### src/rtl/return_address_stack_if.sv
// Fetch-side strobes and predicted-return outputs of the return-address stack.
// The master modport is the fetch/predictor side; the slave modport is the stack itself.
interface return_address_stack_if;
    logic        push;
    logic        pop;
    logic [31:0] new_addr;
    logic        branch_fetched;
    logic        early_branch_flush_ras_adjust;
    logic        branch_retired;
    logic        branch_flush;
    logic        fetch_flush;
    logic [31:0] addr;
    logic        valid;

    modport master (
        output push, pop, new_addr, branch_fetched, early_branch_flush_ras_adjust,
               branch_retired, branch_flush, fetch_flush,
        input  addr, valid
    );

    modport slave (
        input  push, pop, new_addr, branch_fetched, early_branch_flush_ras_adjust,
               branch_retired, branch_flush, fetch_flush,
        output addr, valid
    );
endinterface

### src/rtl/return_address_stack.sv
// Speculative return-address stack with a FIFO of {read_index, count} checkpoints,
// one per in-flight predicted branch, used to undo speculative push/pop on a mispredict.
module return_address_stack #(
    parameter int DEPTH        = 8,
    parameter int BRANCH_TRACK = 4
) (
    input  logic                    clk,
    input  logic                    rst,
    return_address_stack_if.slave   ras
);
    localparam int IW = $clog2(DEPTH);
    localparam int CW = $clog2(DEPTH + 1);
    localparam int BW = $clog2(BRANCH_TRACK);
    localparam int OW = $clog2(BRANCH_TRACK + 1);

    typedef struct packed {
        logic [IW-1:0] idx;
        logic [CW-1:0] cnt;
    } ckpt_t;

    logic [31:0]   stack_q [DEPTH];
    logic [31:0]   stack_d [DEPTH];
    ckpt_t         ckpt_q [BRANCH_TRACK];
    ckpt_t         ckpt_d [BRANCH_TRACK];
    logic [IW-1:0] read_index_q, read_index_d;
    logic [CW-1:0] count_q, count_d;
    logic [BW-1:0] head_q, head_d, tail_q, tail_d, head_ret;
    logic [OW-1:0] occ_q, occ_d, occ_ret;
    logic          flush;
    logic          enq_overflow;

    always_comb begin
        stack_d      = stack_q;
        ckpt_d       = ckpt_q;
        read_index_d = read_index_q;
        count_d      = count_q;
        head_d       = head_q;
        tail_d       = tail_q;
        occ_d        = occ_q;
        head_ret     = head_q;
        occ_ret      = occ_q;
        enq_overflow = 1'b0;
        flush        = ras.branch_flush | ras.fetch_flush;

        // Retirement happens first so a coincident mispredict restores from the next-oldest branch.
        if (ras.branch_retired && occ_q != '0) begin
            head_ret = head_q + 1'b1;
            occ_ret  = occ_q - 1'b1;
        end

        if (flush) begin
            if (ras.branch_flush && occ_ret != '0) begin
                read_index_d = ckpt_q[head_ret].idx;
                count_d      = ckpt_q[head_ret].cnt;
            end
            head_d = '0;
            tail_d = '0;
            occ_d  = '0;
        end else begin
            head_d = head_ret;
            occ_d  = occ_ret;

            if (ras.push && ras.pop) begin
                stack_d[read_index_q] = ras.new_addr;
            end else if (ras.push) begin
                read_index_d          = read_index_q + 1'b1;
                stack_d[read_index_d] = ras.new_addr;
                count_d = (count_q == CW'(DEPTH)) ? count_q : count_q + 1'b1;
            end else if (ras.pop && count_q != '0) begin
                read_index_d = read_index_q - 1'b1;
                count_d      = count_q - 1'b1;
            end

            // Dropping the youngest entry before enqueueing lets a coincident fetch replace it.
            if (ras.early_branch_flush_ras_adjust && occ_d != '0) begin
                tail_d = tail_q - 1'b1;
                occ_d  = occ_d - 1'b1;
            end
            if (ras.branch_fetched) begin
                enq_overflow   = (occ_d == OW'(BRANCH_TRACK));
                ckpt_d[tail_d] = {read_index_q, count_q};
                tail_d         = tail_d + 1'b1;
                occ_d          = occ_d + 1'b1;
            end
        end
    end

    always_ff @(posedge clk) begin
        if (rst) begin
            read_index_q <= '0;
            count_q      <= '0;
            head_q       <= '0;
            tail_q       <= '0;
            occ_q        <= '0;
        end else begin
            read_index_q <= read_index_d;
            count_q      <= count_d;
            head_q       <= head_d;
            tail_q       <= tail_d;
            occ_q        <= occ_d;
        end
    end

    // Entry storage carries no reset; only the pointers define what is live.
    always_ff @(posedge clk) begin
        if (!rst) begin
            stack_q <= stack_d;
            ckpt_q  <= ckpt_d;
        end
    end

    assign ras.addr  = stack_q[read_index_q];
    assign ras.valid = (count_q != '0);

    no_ckpt_overflow: assert property (@(posedge clk) disable iff (rst) !enq_overflow);

endmodule
### src/flat_wrapper.sv
// flat-port wrapper written by rule: the top's interface ports become plain ports
module return_address_stack_flat 
#(
    parameter int DEPTH        = 8,
    parameter int BRANCH_TRACK = 4
)
  (clk, rst, ras_push, ras_pop, ras_new_addr, ras_branch_fetched, ras_early_branch_flush_ras_adjust, ras_branch_retired, ras_branch_flush, ras_fetch_flush, ras_addr, ras_valid);
  return_address_stack_if ras_i ();
  input  logic clk;
  input  logic rst;
  input wire logic [$bits(ras_i.push)-1:0] ras_push;
  input wire logic [$bits(ras_i.pop)-1:0] ras_pop;
  input wire logic [$bits(ras_i.new_addr)-1:0] ras_new_addr;
  input wire logic [$bits(ras_i.branch_fetched)-1:0] ras_branch_fetched;
  input wire logic [$bits(ras_i.early_branch_flush_ras_adjust)-1:0] ras_early_branch_flush_ras_adjust;
  input wire logic [$bits(ras_i.branch_retired)-1:0] ras_branch_retired;
  input wire logic [$bits(ras_i.branch_flush)-1:0] ras_branch_flush;
  input wire logic [$bits(ras_i.fetch_flush)-1:0] ras_fetch_flush;
  output wire logic [$bits(ras_i.addr)-1:0] ras_addr;
  output wire logic [$bits(ras_i.valid)-1:0] ras_valid;
  assign ras_i.push = ras_push;
  assign ras_i.pop = ras_pop;
  assign ras_i.new_addr = ras_new_addr;
  assign ras_i.branch_fetched = ras_branch_fetched;
  assign ras_i.early_branch_flush_ras_adjust = ras_early_branch_flush_ras_adjust;
  assign ras_i.branch_retired = ras_branch_retired;
  assign ras_i.branch_flush = ras_branch_flush;
  assign ras_i.fetch_flush = ras_fetch_flush;
  assign ras_addr = ras_i.addr;
  assign ras_valid = ras_i.valid;
  return_address_stack #(.DEPTH(DEPTH), .BRANCH_TRACK(BRANCH_TRACK)) u_core (.clk(clk), .rst(rst), .ras(ras_i));
endmodule
### config.mk
export PLATFORM = sky130hd
export DESIGN_NAME = return_address_stack_flat
export DESIGN_NICKNAME = d
export VERILOG_FILES = /design/src/rtl/return_address_stack_if.sv /design/src/rtl/return_address_stack.sv /design/src/flat_wrapper.sv
export SDC_FILE = /design/constraint.sdc
export NUM_CORES = 1
export LEC_CHECK = 0
export CAP_MARGIN = 40
export CORE_MARGIN = 5
export CORE_UTILIZATION = 47
export CTS_BUF_LIST = sky130_fd_sc_hd__clkbuf_16
export CTS_CLUSTER_SIZE = 40
export DETAILED_ROUTE_END_ITERATION = 8
export PLACE_DENSITY = 0.67
export SETUP_SLACK_MARGIN = 0.1
export SLEW_MARGIN = 10
export SYNTH_ARGS = -nofsm -noshare
export SYNTH_HDL_FRONTEND = slang
export SYNTH_SLANG_ARGS = --single-unit
### constraint.sdc
create_clock -name clk -period 5.9 [get_ports clk]
set_clock_uncertainty 0.2 [all_clocks]
set_input_delay 1.18 -clock clk [delete_from_list [all_inputs] [get_ports clk]]
set_output_delay 1.18 -clock clk [all_outputs]
set_load 0.005 [all_outputs]
; After elaboration in Yosys (flattened, before gate mapping)
; Index checks and enable logic that the tools add are counted.
[word_totals]
ff_bits = 298
inputBits = 41
output_inout_bits = 33
wordCells = 103
[op_classes]
add_sub_neg = 10
magnitude_cmp = 7
n_eq_ne = 4
mux = 36
n_bitwise = 7
reduce_logical = 18
[op_table]
columns = operator, n
row1 = 256-bit bitwise mux, 2
row2 = 256-bit two-way mux, 2
row3 = 32-bit demux with 3-bit select, 2
row4 = 32-bit two-way mux, 4
row5 = 32-bit binary-select mux with 3-bit select, 1
row6 = 28-bit bitwise mux, 1
row7 = 3-bit two-way mux, 9
row8 = 4-bit two-way mux, 6
row9 = 7-bit two-way mux, 3
row10 = 7-bit binary-select mux with 2-bit select, 1
row11 = 7-bit demux with 2-bit select, 1
row12 = 3-bit AND reduction, 3
row13 = 3-bit nonzero test, 3
row14 = "3-bit by 1-bit subtractor with 3-bit output, second input constant", 3
row15 = "4-bit >= comparator, second input constant", 2
row16 = 1-bit logical AND, 8
row17 = "4-bit by 1-bit < comparator with 1-bit output, second input constant", 2
row18 = 2-bit two-way mux, 4
row19 = 3-bit NOT with 4-bit output, 2
row20 = "3-bit by 1-bit adder with 3-bit output, second input constant", 2
row21 = "3-bit >= comparator, second input constant", 2
row22 = 2-bit NOT with 3-bit output, 2
row23 = "2-bit by 1-bit adder with 2-bit output, second input constant", 2
row24 = "4-bit by 1-bit adder with 4-bit output, second input constant", 1
row25 = 13 further kinds, 14

; Logic depth before layout (Yosys ltp)
[depth]
word_depth = 13
ltp_mapped = 15
depth_no_buf = 13

; Worst setup path before layout
; Ideal clock, no wire load.
[synth_path]
path_kind = reg2reg
from = register u_core.read_index_q[1] (netlist name)
to = register u_core.stack_q[160] (netlist bit) (enable)
setup_ns = 0.425
arrival_ns = 3.882
required_ns = 5.275
path_slack_ns = 1.393
path_stages_with_launch = 10
n_path_buf = 3
period_less_slack_ns = 4.507
path_cell_list = dfxtp_1 -> buf_2 -> buf_2 -> clkbuf_1 -> inv_2 -> ha_1 -> a21boi_0 -> a32oi_1 -> o22ai_1 -> nor2b_1
[synth_rtl]
columns = item, line_no
row1 = end signal: assignment, return_address_stack.sv:107  ; stack_q <= stack_d;
row2 = end: declaration, return_address_stack.sv:21  ; logic [31:0] stack_q [DEPTH];

; Final worst setup path
[layout_path]
from = register u_core.read_index_q[2]
to = output port ras_addr[29]
[layout_between]
elab_chain_len = 4
[layout_lines]
columns = item, line_no
row1 = start: declaration, return_address_stack.sv:25  ; logic [IW-1:0] read_index_q, read_index_d;
row2 = start signal: assignment, return_address_stack.sv:96  ; read_index_q <= read_index_d;
row3 = 3-bit NOT with 4-bit output (implied by the code), return_address_stack.sv:112  ; assign ras.addr = stack_q[read_index_q];
row4 = 32-bit binary-select mux with 3-bit select, return_address_stack.sv:112
row5 = 32-bit two-way mux (implied by the code) (2 in series), return_address_stack.sv:112
row6 = end: declaration, flat_wrapper.sv:19  ; output wire logic [$bits(ras_i.addr)-1:0] ras_addr;
; Every way passes these cells. The select of a mux whose other input is x is not followed.

==> summary.txt <==
Synth
  • Post-synthesis compound-gate area fraction: 6.94%
  • Top_reg_cell synth: edfxtp_1
  • Post-synthesis adder-cell area fraction: 0.951%
  • Post-Syn Area: 14000 um^2
  • Syn Inst Count: 1013
  • Syn nets: 1064
  • Post-Synth XOR/XNOR Area: 0.664%
  • Main combinational cell family by area after synthesis: simple AND/OR/NAND/NOR gates
  • Synth warn: 0
  • Share of flip-flops with an asynchronous set or reset: 0%
  • Post-Synth Simple-Gate Area: 16.3%
  • Mux cell area share after synthesis: 9.71%
  • EDFF count, synth: 284
  • Seq cells post-synth: 298
  • Synth cell types: 57
  • Seq/Total Area, Yosys: 63.1%
  • Syn Area/Cell: 13.8 um^2

Floorplan
  • Die X-Extent: 182 um
  • Die footprint: 33200 um^2
  • Core Region: 29500 um^2
  • Starting Density: 47.3%
  • Die height: 182 um
  • IO Pins: 74
  • Rows: 63

Worst setup path
  • R2r endpoint: u_core.stack_q[134]$_DFFE_PP_
  • Worst r2r src: u_core.read_index_q[1]$_SDFFE_PP0P_
  • Worst setup SP type: flip-flop
  • CP cell instances: buf_4 -> inv_1 -> nor2_1 -> a221oi_1 -> o22ai_1 -> clkdlybuf4s50_1
  • Slowest stage delay, CP: 710 ps
  • R2R Setup Slk: 1750 ps
  • Worst Reg-to-Reg Cells: 8
  • Crit path max-delay family: buffers and inverters
  • Max FO, Critical Path: 22
  • Critical path class: reg -> out
  • Worst path arrival time: 3400 ps
  • Slowest CP cell: nor2_1
  • WP data required: 4520 ps
  • CP bufs+invs: 3
  • Crit. End Element: output pin

Power
  • Switching Fraction: 26.6%
  • Power per Cell Area: 328 nW/um^2
  • Clock share of power: 34.3%
  • NetSw: 1.42 mW
  • Seq pwr share: 45.5%
  • Leak: 5.45 nW
  • Peak VDD IR: 0.234 mV
  • Combinational power share: 20.2%
  • Pint: 3.91 mW

Clocking
  • Clock root buffer: clkbuf_16
  • TritonCTS sink count: 298
  • H-tree depth: 1
  • Post-CTS Setup Bufs: 0
  • CTS buffer count: 31
  • Clk slew on worst S/H paths: 70 ps
  • CTS tree: yes
  • Clock Latency Late Sink: 560 ps
  • Clock buffer depth: 3
  • Hold-fix buffers at CTS: 0
  • Post_cts resized: 0

STA
  • Max transition margin: 45.9%
  • Unrepaired setup endpoints after global routing: false
  • Max-slew violations: 0
  • Max Fclk: 209 MHz
  • Slew @ Worst Pin: 808 ps
  • Setup TNS: 0 ps
  • Final worst slack: 1120 ps
  • Final hold vios: 0
  • Final setup vio count: 0
  • Final min period: 4780 ps
  • Tcrit/Tclk final: 81.1%

Global routing
  • First-pass GRT wire length: 53.4 mm
  • Largest net degree at the start of global routing: 42
  • Overall Global Routing Usage: 20.8%
  • Grt total ovfl: 0
  • Initial antenna violation count: 0
  • Vias in the first global route: 8751

Route
  • DR WL/cell: 23.2 um
  • Drc violations: 0
  • Routed WL: 34.7 mm
  • 1st-iter DRT viols: 695
  • Post-DRT Antenna Nets: 0
  • Via count: 8625
  • Number of detailed-route iterations in the first pass: 5
  • DR vias/cell: 5.76

Placed design
  • Port bufs: 73
  • Pre-CTS setup slack: 1210 ps
  • Post-placement cell area: 15300 um^2
  • Final GP Congestion: 0.774
  • Placed cells: 1443
  • HPWL Detailed: 20.8 mm

Layout
  • Final instance area: 16200 um^2
  • Nets@finish: 1137
  • Fin util: 55.0%
  • Layout cells sized above 1: 14.7%
  • Diode count: 0
  • Final non-filler cell total: 1497
  • Area grow syn2layout: 16.1%

Hold path
  • Hold crit path type: reg -> reg
  • WHS Endpoint: u_core.ckpt_q[24]$_DFFE_PP_
  • Hold depth: 0
  • Hold_sp: u_core.count_q[3]$_SDFFE_PP0P_

Run
  • Maxcap violations: 0

Status
  • Status: finished, final reports clean
[flip-flops by register name (all words and copies together) (netlist names)]
signal / cells
u_core.stack_q: 256
u_core.count_q: 4
u_core.read_index_q: 3
u_core.head_q: 2
u_core.tail_q: 2
u_core.occ_q: 3
u_core.ckpt_q: 28
[layout by cell type, fill, tap and decap left out, types with 8 or more instances in the layout]
cell type / n
nor2b_4: 8
and2_1: 261
inv_1: 18
mux4_2: 29
o22ai_1: 15
clkdlybuf4s50_1: 73
nand2_1: 55
edfxtp_1: 284
nor2_1: 30
mux2i_1: 33
a221oi_1: 35
dfxtp_1: 11
a21oi_1: 16
mux2_2: 33
ha_1: 9
buf_4: 34
nor2b_1: 12
a22oi_1: 17
clkbuf_16: 31
[synth_stat cells (all sizes together), types with 7 or more instances]
cell | number | area (um^2)
a221oi | 35 | 307
and2 | 262 | 1640
nor2b | 20 | 125
dfxtp | 14 | 280
edfxtp | 284 | 8530
mux2i | 33 | 330
nand2 | 55 | 206
a21oi | 16 | 80.1
inv | 12 | 45.0
o22ai | 21 | 131
mux2 | 33 | 372
a22oi | 17 | 128
ha | 9 | 113
nor2 | 30 | 113
mux4 | 29 | 653
buf | 23 | 105
clkbuf | 44 | 165
nand3 | 7 | 35.0
[cells by family after synthesis]
group,count (synthesis)
compound gates,125
xor+xnor,9
fa+ha+maj,10
buf+inv,79
flops,298
mux,95
simple gates,397
[layout make-up]
cell class | instances | area (um^2)
sequential | 298 | 8810
inverter | 12 | 45.0
clock inverter | 23 | 156
clock buffer | 31 | 776
fill | 2435 | 13300
multi-input combinational | 636 | 4940
tap | 390 | 488
timing repair buffer | 107 | 986
[through the flow]
stage | power, mW | hold slack (ps)
after floorplan | 3.05 | 281
after global placement | 3.53 | 388
after detailed placement | 3.55 | 393
after CTS | 5.35 | 404
after global routing | 5.53 | 414
final | 5.32 | 407
[layer usage]
metal	GRT usage, %	up-vias	share of wire, %
met2	34.8	273	49
met3	3.27	55	5.6
met1	29.1	4376	44
met4	4.77	0	1.7
met5	0	-	0
li1	-	3921	-
[worst max path at each step]
stage	slack, ps	startpoint	endpoint	cells after the start
6_report	1120	u_core.read_index_q[2]$_SDFFE_PP0P_	ras_addr[29]	6
5_1_grt	960	u_core.read_index_q[2]$_SDFFE_PP0P_	ras_addr[29]	6
4_1_cts	1140	u_core.read_index_q[2]$_SDFFE_PP0P_	ras_addr[29]	6
3_5_place_dp	1210	ras_branch_retired	u_core.ckpt_q[15]$_DFFE_PP_	10
3_3_place_gp	1270	ras_branch_retired	u_core.ckpt_q[16]$_DFFE_PP_	10
2_1_floorplan	1390	u_core.read_index_q[1]$_SDFFE_PP0P_	u_core.stack_q[160]$_DFFE_PP_	9
[power groups by stage]
stage,registers [mW],clock network (mW),logic (mW)
floorplan,2.43,0,0.621
global placement,2.47,0,1.06
detailed placement,2.47,0,1.08
CTS,2.42,1.84,1.09
global route,2.43,1.94,1.17
finish,2.42,1.83,1.07
Power figures use the tool's default switching activity.
